## config.mk

```make
export PLATFORM = sky130hd
export DESIGN_NAME = and3_share_arbiter
export DESIGN_NICKNAME = d
export VERILOG_FILES = /design/src/rtl/and3_share_arbiter.sv
export SDC_FILE = /design/constraint.sdc
export NUM_CORES = 1
export LEC_CHECK = 0
export CORE_MARGIN = 3
export CORE_UTILIZATION = 52
export DETAILED_ROUTE_END_ITERATION = 16
export PLACE_DENSITY = 0.92
export SETUP_SLACK_MARGIN = 0.2
export SYNTH_ARGS = -nofsm -noshare
export SYNTH_HDL_FRONTEND = slang
export SYNTH_SLANG_ARGS = --single-unit
```

## constraint.sdc

```tcl
create_clock -name clk -period 5.4 [get_ports clk]
set_input_delay 0.54 -clock clk [delete_from_list [all_inputs] [get_ports clk]]
set_output_delay 0.54 -clock clk [all_outputs]
set_load 0.02 [all_outputs]
```

## src/rtl/and3_share_arbiter.sv

```systemverilog
// ============================================================================
// Module   : and3_share_arbiter
// Purpose  : Round-robin sharing of one external 3-input AND gate among three
//            requesters, with result capture and expected-value mismatch flag.
// Revision : 1.0 - initial release
// ============================================================================
`default_nettype none

module and3_share_arbiter #(
    parameter int EVAL_CYCLES = 2
) (
    input  logic       clk,
    input  logic       rst_n,
    input  logic [2:0] i_req,
    input  logic [8:0] i_ops,
    output logic [2:0] o_gnt,
    output logic       o_and_a,
    output logic       o_and_b,
    output logic       o_and_c,
    input  logic       i_and_y,
    output logic [2:0] o_done,
    output logic       o_res,
    output logic       o_mismatch,
    output logic       o_busy
);

    localparam logic [1:0] c_IDLE = 2'd0;
    localparam logic [1:0] c_EVAL = 2'd1;
    localparam logic [1:0] c_RESP = 2'd2;

    localparam logic [3:0] c_CNT_LOAD = 4'(EVAL_CYCLES - 1);

    logic [1:0] r_state;
    logic [1:0] r_ptr;
    logic [1:0] r_win;
    logic [2:0] r_gnt;
    logic [2:0] r_lat;
    logic [3:0] r_cnt;
    logic [2:0] r_done;
    logic       r_res;
    logic       r_mis;

    logic [1:0] w_win;
    logic [2:0] w_ops;

    // First set request bit at or after the pointer, wrapping 2 -> 0.
    always_comb begin
        w_win = 2'd0;
        case (r_ptr)
            2'd1:    w_win = i_req[1] ? 2'd1 : (i_req[2] ? 2'd2 : 2'd0);
            2'd2:    w_win = i_req[2] ? 2'd2 : (i_req[0] ? 2'd0 : 2'd1);
            default: w_win = i_req[0] ? 2'd0 : (i_req[1] ? 2'd1 : 2'd2);
        endcase
    end

    always_comb begin
        w_ops = i_ops[2:0];
        case (w_win)
            2'd1:    w_ops = i_ops[5:3];
            2'd2:    w_ops = i_ops[8:6];
            default: w_ops = i_ops[2:0];
        endcase
    end

    always_ff @(posedge clk or negedge rst_n) begin
        if (!rst_n) begin
            r_state <= c_IDLE;
            r_ptr   <= 2'd0;
            r_win   <= 2'd0;
            r_gnt   <= 3'b000;
            r_lat   <= 3'b000;
            r_cnt   <= 4'd0;
            r_done  <= 3'b000;
            r_res   <= 1'b0;
            r_mis   <= 1'b0;
        end else begin
            case (r_state)
                c_IDLE: begin
                    if (i_req != 3'b000) begin
                        r_win   <= w_win;
                        r_gnt   <= 3'b001 << w_win;
                        r_lat   <= w_ops;
                        r_cnt   <= c_CNT_LOAD;
                        r_state <= c_EVAL;
                    end
                end
                c_EVAL: begin
                    if (r_cnt == 4'd0) begin
                        r_res   <= i_and_y;
                        r_mis   <= (i_and_y != (&r_lat));
                        r_done  <= r_gnt;
                        r_state <= c_RESP;
                    end else begin
                        r_cnt <= r_cnt - 4'd1;
                    end
                end
                c_RESP: begin
                    // Gate inputs return to zero with the latch so IDLE drives 000.
                    r_done  <= 3'b000;
                    r_mis   <= 1'b0;
                    r_gnt   <= 3'b000;
                    r_lat   <= 3'b000;
                    r_ptr   <= (r_win == 2'd2) ? 2'd0 : r_win + 2'd1;
                    r_state <= c_IDLE;
                end
                default: r_state <= c_IDLE;
            endcase
        end
    end

    assign o_gnt      = r_gnt;
    assign o_and_a    = r_lat[0];
    assign o_and_b    = r_lat[1];
    assign o_and_c    = r_lat[2];
    assign o_done     = r_done;
    assign o_res      = r_res;
    assign o_mismatch = r_mis;
    assign o_busy     = (r_state != c_IDLE);

endmodule

`default_nettype wire

```

==> results.ini <==
[status]
status = finished clean

[synth]
synth_edf_count = 0
synth_nets = 137
synth.top_cells.by_count = 21 x dfrtp_1, 14 x nand2_1
yosys_register_bits = 21
synth.distinct_cells = 34
syn-cell-area_um2 = 1170
syn_avg_cell_area_um2 = 10.1
async_flop_share_pct = 100
yosysMostFrequentCell = dfrtp_1
yosysSeqAreaShare_pct = 44.9
synthCells = 116
yosysTopAreaCell = dfrtp_1
synthTopCellsByArea = dfrtp_1 45%, mux2i_1 6.8%, ha_1 6.4%
ys.flop_type = dfrtp_1
synth_top_area_share_pct = 44.9
synth_warnings = 0

[sta]
finalSetupViolCount = 0
hold_viol_final = 0
skew_ns = 0.00335
slew_headroom_pct = 40.2
tightest_slew_ns = 0.895
period_needed_ns = 2.34
timing.final.crit_share_pct = 43.3
setup_tns_ns = 0
max_freq_mhz = 428
drv_slew = 0
rsz0062_at_grt = no

[routing]
vias_per_cell = 5.46
drt_iter0_drc = 20
ant_nets = 0
vias = 928
drc = 0
first_pass_iters = 4
wl_per_cell_um = 14.1
drt_wl_total_um = 2410

[pwr]
power_frac_seq_pct = 34.8
p_int_uw = 479
netSwitchingFraction_pct = 42.1
peakVddDrop_v = 0.000350
p_per_area_nw_per_um2 = 563
switchingPower_uw = 348
power_frac_clock_pct = 8.9
p_leak_nw = 0.652
p_comb_share_pct = 56.3

[finish]
drive_gt1_share_pct = 7.69
seq_area_um2 = 526
nets = 165
design_area_um2 = 1470
syn_to_final_growth_pct = 25.4
multi_input_area_um2 = 593
fillers = 174
antenna_cells = 0

[clocking]
clock-root-buffer = clkbuf_4
cts_made_buffers = 3
cts_tree = done
clk_path_buf_depth = 2
h-tree-depth = 1
insertion_delay_ns = 0.30
cts_setup_buffers = 0
path_clk_slew_ns = 0.11
cts_hold_buf = 0
ctsResizeCount = 0
clkSinkCount = 21

[global_routing]
grt.total_usage_pct = 19.6
antenna_found_initial = 0
first_global_vias = 941
grt_remaining_overflow = 0
grt_max_degree = 22
grt_pass1_wl_um = 4030

[die]
fp.dieArea_um2 = 2860
die_y_um = 53.5
initial_core_util_pct = 57.4
num_rows = 16
die_w_um = 53.5
core_um2 = 2040
io_pins = 27

[critical_path]
crit_fanout = 8
cp-endpoint = o_busy
crit-reg2reg-launch = r_ptr[0]
crit_buf_inv = 2
required_ns = 4.86
critPathTopFamily = buffers and inverters
path_depth = 3
crit_path_cell_trace = nor2_1 > inv_1 > clkdlybuf4s50_1
path_class = flip-flop to output pin
r2r_slack_ns = 3.20
cp-start-kind = flip-flop
cp-end-kind = output pin
r2r_end = r_lat[2]
arrival_ns = 1.80
crit_start = r_state[1]
max_stage_delay_ns = 0.55
critPathSlowestCell = clkdlybuf4s50_1
rr_worst_depth = 9

[placed_design]
portBuffers = 26
place.gp.congestion = 0.765
hpwlAfterDp_um = 1920
placed_area_um2 = 1440

[hold_path]
min_path_type = flip-flop to flip-flop

[run]
maxCapViolCount = 0

==> layout make-up <==
cell class	count	area share, %
multi-input cells	84	40.4
flip-flops and latches	21	35.8
repair buffers	26	17.7
well taps	27	2.30
inverters	8	2.04
clock buffers	4	1.79
==> worst min path at each step <==
| stage | start | to | slack, ns | depth (start not counted) |
|---|---|---|---|---|
| after floorplan | rst_n | o_done[0] | 0.24 | 0 |
| after global placement | r_win[1] | r_ptr[0] | 0.46 | 1 |
| after detailed placement | o_res | o_res | 0.48 | 1 |
| after CTS | o_res | o_res | 0.51 | 1 |
| after global routing | r_win[1] | r_ptr[0] | 0.53 | 1 |
| final | o_res | o_res | 0.50 | 1 |
==> cells by family after synthesis <==
family          synth area share, %
flops                          44.9
buf+inv                        4.49
simple gates                   19.6
xor+xnor                      0.748
compound gates                 14.9
mux                            9.08
fa+ha+maj                      6.41
==> cells in the final DEF, fill, tap and decap left out, types with 2 or more instances in the layout <==
master,instances
clkdlybuf4s50_1,26
dfrtp_1,21
nand2_1,14
inv_1,8
o21ai_0,8
nand3_1,8
mux2i_1,8
a21oi_1,6
ha_1,6
nand2b_1,4
nor2_1,4
a22o_1,3
clkbuf_4,3
nor2b_1,2
and2_1,2
o2bb2ai_1,2
==> layer usage <==
metal	share of wire [%]	track usage [%]
met2	53	35.5
met3	2.9	2.82
met5	0	0
met1	44	23.2
met4	0.25	6.38
==> power groups by stage <==
stage | clock network, mW | registers [mW] | logic (mW)
2_1_floorplan | 0 | 0.321 | 0.275
3_3_place_gp | 0 | 0.285 | 0.444
3_5_place_dp | 0 | 0.290 | 0.467
4_1_cts | 0.0764 | 0.287 | 0.470
5_1_grt | 0.0820 | 0.297 | 0.514
6_report | 0.0734 | 0.287 | 0.465
==> metrics by stage <==
stage / power (mW) / util (%) / setup slack, ns / hold slack, ns / std cells
5_1_grt: 0.893 / 71.9 / 2.96 / 0.535 / 170
3_5_place_dp: 0.758 / 70.6 / 2.82 / 0.482 / 166
3_3_place_gp: 0.729 / 70.6 / 2.86 / 0.459 / 166
2_1_floorplan: 0.596 / - / 3.41 / 0.244 / 116
6_report: 0.826 / 71.9 / 3.06 / 0.502 / 170
4_1_cts: 0.833 / 71.9 / 3.06 / 0.509 / 170
==> sequential cells by signal (all words and copies together) (netlist names) <==
name and count:
r_cnt 4, r_state 2, o_res 1, r_win 2, r_ptr 2, o_gnt 3, o_done 3, o_mismatch 1
r_lat 3
No activity file was read; power rests on OpenSTA's default activity.
